$ cat src/rtl/morse_rx.sv
// Morse receive FSM: converts debounced key presses into dot/dash symbol vectors,
// emitting one character per inter-character gap and a space per word gap.
module morse_rx (
    input  logic       clk_100MHz,
    input  logic       reset,
    input  logic       user_btn,
    input  logic       btn_to,
    input  logic       dash_to,
    input  logic       inter_to,
    input  logic       word_to,
    output logic       btn_t_res,
    output logic       dash_t_res,
    output logic       inter_t_res,
    output logic       word_t_res,
    output logic [5:0] char_data,
    output logic [2:0] char_index,
    output logic       char_valid
);

    typedef enum logic [2:0] {StIdle, StPress, StGap, StWordGap, StStuck} state_t;

    state_t     state, state_d;
    logic       dash_seen;
    logic       ovf;
    // Set when a press starts together with an emit, so the emitted data stays
    // visible during the strobe and the buffer is cleared one cycle later.
    logic       fresh;
    logic [5:0] base_data;
    logic [2:0] base_index;
    logic       base_ovf;
    logic       sym;

    always_comb begin
        base_data  = fresh ? 6'd0 : char_data;
        base_index = fresh ? 3'd0 : char_index;
        base_ovf   = fresh ? 1'b0 : ovf;
        sym        = dash_seen | dash_to;
    end

    always_comb begin
        state_d = state;
        unique case (state)
            StIdle:    if (user_btn) state_d = StPress;
            StPress: begin
                if (btn_to)         state_d = StStuck;
                else if (!user_btn) state_d = StGap;
            end
            StGap: begin
                if (inter_to)      state_d = user_btn ? StPress : StWordGap;
                else if (user_btn) state_d = StPress;
            end
            StWordGap: begin
                if (word_to)       state_d = user_btn ? StPress : StIdle;
                else if (user_btn) state_d = StPress;
            end
            StStuck:   if (!user_btn) state_d = StIdle;
            default:   state_d = StIdle;
        endcase
    end

    always_ff @(posedge clk_100MHz or posedge reset) begin
        if (reset) begin
            state       <= StIdle;
            char_data   <= 6'd0;
            char_index  <= 3'd0;
            char_valid  <= 1'b0;
            dash_seen   <= 1'b0;
            ovf         <= 1'b0;
            fresh       <= 1'b0;
            btn_t_res   <= 1'b1;
            dash_t_res  <= 1'b1;
            inter_t_res <= 1'b1;
            word_t_res  <= 1'b1;
        end else begin
            state       <= state_d;
            char_valid  <= 1'b0;
            btn_t_res   <= (state_d != StPress);
            dash_t_res  <= (state_d != StPress);
            inter_t_res <= (state_d != StGap);
            word_t_res  <= (state_d != StWordGap);
            unique case (state)
                StIdle: begin
                    if (user_btn) begin
                        char_data  <= 6'd0;
                        char_index <= 3'd0;
                        ovf        <= 1'b0;
                        fresh      <= 1'b0;
                        dash_seen  <= 1'b0;
                    end
                end
                StPress: begin
                    dash_seen <= sym;
                    if (btn_to) begin
                        char_data  <= 6'd0;
                        char_index <= 3'd0;
                        ovf        <= 1'b0;
                        fresh      <= 1'b0;
                        dash_seen  <= 1'b0;
                    end else if (!user_btn) begin
                        if (base_index < 3'd6) begin
                            char_data  <= base_data | (6'(sym) << base_index);
                            char_index <= base_index + 3'd1;
                            ovf        <= base_ovf;
                        end else begin
                            ovf <= 1'b1;
                        end
                        fresh     <= 1'b0;
                        dash_seen <= 1'b0;
                    end else if (fresh) begin
                        char_data  <= 6'd0;
                        char_index <= 3'd0;
                        ovf        <= 1'b0;
                        fresh      <= 1'b0;
                    end
                end
                StGap: begin
                    if (inter_to) begin
                        char_valid <= !ovf;
                        fresh      <= user_btn;
                    end
                end
                StWordGap: begin
                    if (word_to) begin
                        char_data  <= 6'd0;
                        char_index <= 3'd0;
                        ovf        <= 1'b0;
                        char_valid <= 1'b1;
                    end else if (user_btn) begin
                        char_data  <= 6'd0;
                        char_index <= 3'd0;
                        ovf        <= 1'b0;
                    end
                end
                StStuck: begin
                    if (!user_btn) begin
                        char_data  <= 6'd0;
                        char_index <= 3'd0;
                        ovf        <= 1'b0;
                    end
                end
                default: ;
            endcase
        end
    end

endmodule

$ cat config.mk
export PLATFORM = sky130hd
export DESIGN_NAME = morse_rx
export DESIGN_NICKNAME = d
export VERILOG_FILES = /design/src/rtl/morse_rx.sv
export SDC_FILE = /design/constraint.sdc
export NUM_CORES = 1
export LEC_CHECK = 0
export ABC_AREA = 1
export CAP_MARGIN = 20
export CELL_PAD_IN_SITES_DETAIL_PLACEMENT = 0
export CELL_PAD_IN_SITES_GLOBAL_PLACEMENT = 1
export CORE_ASPECT_RATIO = 2
export CORE_MARGIN = 2
export CORE_UTILIZATION = 25
export DETAILED_ROUTE_END_ITERATION = 8
export HOLD_SLACK_MARGIN = 0.08
export PLACE_DENSITY_LB_ADDON = 0.1
export REMOVE_ABC_BUFFERS = 1
export SLEW_MARGIN = 20
export SYNTH_ARGS = -nofsm -noshare
export SYNTH_HDL_FRONTEND = slang
export SYNTH_SLANG_ARGS = --single-unit
$ cat constraint.sdc
create_clock -name clk_100MHz -period 1.7 [get_ports clk_100MHz]
set_clock_uncertainty 0.15 [all_clocks]
set_input_delay 0.34 -clock clk_100MHz [delete_from_list [all_inputs] [get_ports clk_100MHz]]
set_output_delay 0.34 -clock clk_100MHz [all_outputs]
set_load 0.02 [all_outputs]
After elaboration in Yosys (flattened, before gate mapping)
Cells that the tools add are included.
- word-level logic and storage cells: 77
- register bits: 19
- bits of input ports: 7
- output and inout port bits: 14
- order comparisons: 1
- mux-type cells: 42
- bitwise operators: 2
- shift operators: 1
- reductions and logical operators: 9
- eq/ne operators: 11
- $add $sub $neg: 1
- operator list (operator ; count):
    $mux W6 ; 7
    $mux W3 ; 13
    $pmux W6 S4 ; 1
    $pmux W3 S5 ; 1
    $mux W1 ; 14
    $pmux W3 S4 ; 1
    $eq A3 B2 Y1 const B ; 2
    $ne A2 B2 Y1 const B ; 3
    $ne A3 B2 Y1 const B ; 2
    $or A6 B6 Y6 ; 1
    $reduce_and A3 Y1 ; 2
    $shl A1 B3 Y6 ; 1
    $ne A4 B4 Y1 const B ; 1
    $pmux W1 S2 ; 2
    $pmux W1 S4 ; 1
    $reduce_and A2 Y1 ; 2
    $reduce_bool A4 Y1 ; 1
    $add A3 B1 Y3 const B ; 1
    $eq A3 B1 Y1 const B ; 1
    $eq A3 B3 Y1 const B ; 1
    $logic_not A3 Y1 ; 1
    $lt A3 B3 Y1 const B ; 1
    $ne A3 B1 Y1 const B ; 1
    $pmux W1 S3 ; 1
    5 further kinds ; 5

Longest topological paths before layout
Gate-level depths: netlist (run 1).
- word-level depth: 7
- gate-level depth with buffers: 9
- mapped depth without buffers: 9

Least setup slack after synthesis (run 1)
Ideal clock, no wire load.
- path kind: reg-to-reg
- from: register char_index[1]
- to: register char_index[2]
- path buffers: 0
- arrival: 1167 ps
- data required time: 1484 ps
- cell stages (with the launch flop): 9
- library setup time: 66 ps
- period minus slack after synthesis: 1383 ps
- path slack: 317 ps
- path through: dfrtp_1 > inv_1 > nor2_1 > nand2_1 > nor2_2 > nor2_2 > nand2_2 > nand2_1 > nand2_1
- longest elaborated chain between the ends: 6
- elaborated cells between the ends (all ways): 9
- classes of those cells: 1 x add/sub; 1 x order compare; 1 x eq/ne; 5 x mux; 1 x reduce/logical
- RTL lines (what ; RTL line ; RTL):
    start: declaration ; 16 ; output logic [2:0] char_index,
    start signal: assignment ; 102 ; char_index <= base_index + 3'd1;
    $mux W3 (*) ; n/a ;
    $add A3 B1 Y3 ; 102 ;
    $mux W3 ; 100 ; if (base_index < 3'd6) begin
    $mux W3 ; 99 ; end else if (!user_btn) begin
    $mux W3 ; 93 ; if (btn_to) begin
    $pmux W3 S4 ; 81 ; unique case (state)
Every way passes the cells marked *; elsewhere a longest branch is shown, timed or not. The select of a mux whose other input is x is not followed.
A chain may end at the register's enable or synchronous reset.

Final worst setup path (run 1)
- from: register char_valid
- to: output char_valid
- RTL lines (what ; RTL line ; RTL):
    start: declaration ; 17 ; output logic char_valid
    start signal: assignment ; 118 ; char_valid <= !ovf;
No word-level cell between the ends.

==> results of run 1 <==
[power groups by stage]
stage	sequential (mW)	clock (mW)	combinational (mW)
after floorplan	0.716	0	0.549
after global placement	0.646	0	1.01
after detailed placement	0.648	0	0.993
after CTS	0.636	0.341	0.956
after global routing	0.651	0.356	1.08
final	0.638	0.318	0.947
[final timing paths]
path | startpoint | to | slack [ns] | depth (start not counted)
max | char_valid | char_valid | 0.04 | 1
min | reset | char_valid | 0.26 | 3
max reg2reg | state[0] | char_data[4] | 0.15 | 7
min reg2reg | char_data[1] | char_data[1] | 0.31 | 2
max in group asynchronous | reset | dash_t_res | 0.88 | 3
min in group clk_100MHz | char_data[1] | char_data[1] | 0.31 | 2
[worst min-delay path, cell delays in order]
cell and delay (ns):
clkdlybuf4s50_1 0.39, inv_1 0.05, buf_4 0.26
[placed cells by master (no fill, tap or decap)]
master,count
nand2_2,2
buf_4,13
o31ai_1,1
dlygate4sd2_1,13
a31oi_2,1
clkdlybuf4s50_1,7
o22ai_1,2
nand2_1,51
nand3_1,10
o21ai_0,4
clkinv_1,1
dfrtp_1,16
nor3_1,2
nand4_1,4
clkbuf_1,1
nor2_2,6
clkbuf_8,3
inv_2,2
dfstp_2,3
nor2_4,1
inv_1,15
nor2_1,13
nand3_4,1
o21ai_1,1
a21oi_1,1
o211ai_1,1
[per-stage QoR]
step                power [mW]  setup slack, ns
finish                    1.90           0.0374
global placement          1.66           -0.113
detailed placement        1.64           -0.129
CTS                       1.93           0.0195
global route              2.09          0.00287
floorplan                 1.27            0.317
[cell families after synthesis]
kind of cell / share of synthesized area, %
compound gates: 6.81
buf+inv: 7.79
flops: 46.6
simple gates: 38.8
[cell type report]
class / count / share of cell area (%)
Inverter: 18 / 4.78
Multi-Input combinational cell: 101 / 33.6
Tap cell: 52 / 4.61
Timing Repair Buffer: 33 / 19.9
Sequential cell: 19 / 33.9
Clock buffer: 4 / 3.19
[routing by layer]
layer	wire [um]	vias to the layer above	track usage, %
met2	1290	20	21.5
met4	66	0	7.86
li1	-	516	-
met1	1130	450	14.0
met5	0	-	0
met3	75	5	1.74
==> flow_summary.toml, run 1 <==
[synth]
yosysWarnings = 0
synth_cell_types = 23
postSynth.asyncResetShare_pct = 100
synth_most_common_cell = "nand2_1"
ys_ff_latch = 19
synth-edff-count = 0
ys_seq_area_share_pct = 46.6
avgSynthCellArea_um2 = 7.35
synth_area_leaders = "dfrtp_1, nand2_1, dfstp_2"
mappedNetlistArea_um2 = 1030
synth_common_cells = "nand2_1, dfrtp_1, inv_1, nor2_1, nand3_1"
netlist_instances = 140
synth_top_area_cell = "dfrtp_1"
yosys.area.top_type_share_pct = 38.9
ys.flop_type = "dfrtp_1"

[status]
status = "finished clean"

[finish]
postLayoutCellArea_um2 = 1410
largestRegisters = "char_data (6), char_index (3), state (3)"
syn_to_final_growth_pct = 37.3
drive_above_1_share_pct = 18.3
final_cells = 227
layout.nets = 183
seq_area_um2 = 479
nFillCells = 472
largest_register_ffs = 6
top_register = "char_data"
diodes = 0
multiInputGateArea_um2 = 474
fin_util_pct = 35.3

[floorplan]
initial_core_util_pct = 25.7
die_y_um = 94.7
io-pin-count = 21
die_x_um = 49.4
coreArea_um2 = 4010
fp.dieArea_um2 = 4670
rows = 33

[drt]
vias_per_cell = 4.37
via_count = 991
drtIter0Drc = 23
firstDrtPassIters = 4
drcViolationCount = 0
routed_wl_um = 2560
drtAntennaViolNets = 0
wire_per_inst_um = 11.3

[sta]
hold_slack_ns = 0.255
setup_viol = 0
tns_ns = 0
min_period_ns = 1.66
rsz0062_at_grt = "no"
period_share_pct = 97.8
max_freq_mhz = 601
relSlewSlack_pct = 80.7
worst_pin_slew_ns = 0.288
hold_violations = 0
finalMaxSlewViolations = 0

[grt]
grt_pass1_vias = 965
grt.total_usage_pct = 12.4
antenna_found_initial = 0
overflow = 0
grt_pass1_wl_um = 4390
grt_max_degree = 20

[critical_path]
critPathTopFamily = "buffers and inverters"
cp_slowest_stage_delay_ns = 0.59
path_cells = "clkdlybuf4s50_1"
endpoint_kind = "output pin"
crit_buf_inv = 1
cp_max_fo = 1
required_ns = 1.21
cp-start-kind = "register"
crit_arrival_ns = 1.17
criticalPathCategory = "register to output pin"
cp_slowest_cell = "clkdlybuf4s50_1"

[clocking]
post_cts_buffers = 0
htree_levels = 1
cts.sinks = 19
ctsResizeCount = 13
cts_tree = "built"
clk_latency_ns = 0.26
root_buffer = "clkbuf_8"
cts_hold_buffers = 0
cts_buffers = 3
cts.path.max_buffers = 2
clkTransAtPathRegs_ns = 0.07

[place]
dpl.cell_count = 223
port_buffers = 20
detailed_place_hpwl_um = 2000
place_area_um2 = 1380
routabilityCongestion = 0.769

[pwr]
p_per_area_nw_per_um2 = 1350
irDropWorstVdd_uv = 682
leakage_nw = 0.747
net-switching-power_uw = 840
p_comb_share_pct = 49.8
p_int_mw = 1.06
pwr-share-clk_pct = 16.7
switching_share_pct = 44.1
p_seq_share_pct = 33.5

[job]
maxCapViolCount = 0

[min_path]
hp-class = "input port to asynchronous set/reset pin"
No activity file was read; power rests on OpenSTA's default activity.
==> inputs of run 2 (changes only) <==
--- a/config.mk
+++ b/config.mk
@@ -6,7 +6,6 @@
 export NUM_CORES = 1
 export LEC_CHECK = 0
 export ABC_AREA = 1
-export CAP_MARGIN = 20
 export CELL_PAD_IN_SITES_DETAIL_PLACEMENT = 0
 export CELL_PAD_IN_SITES_GLOBAL_PLACEMENT = 1
 export CORE_ASPECT_RATIO = 2
==> results of run 2 <==
Final layout, timing and power as in run 1 (identical DEF).
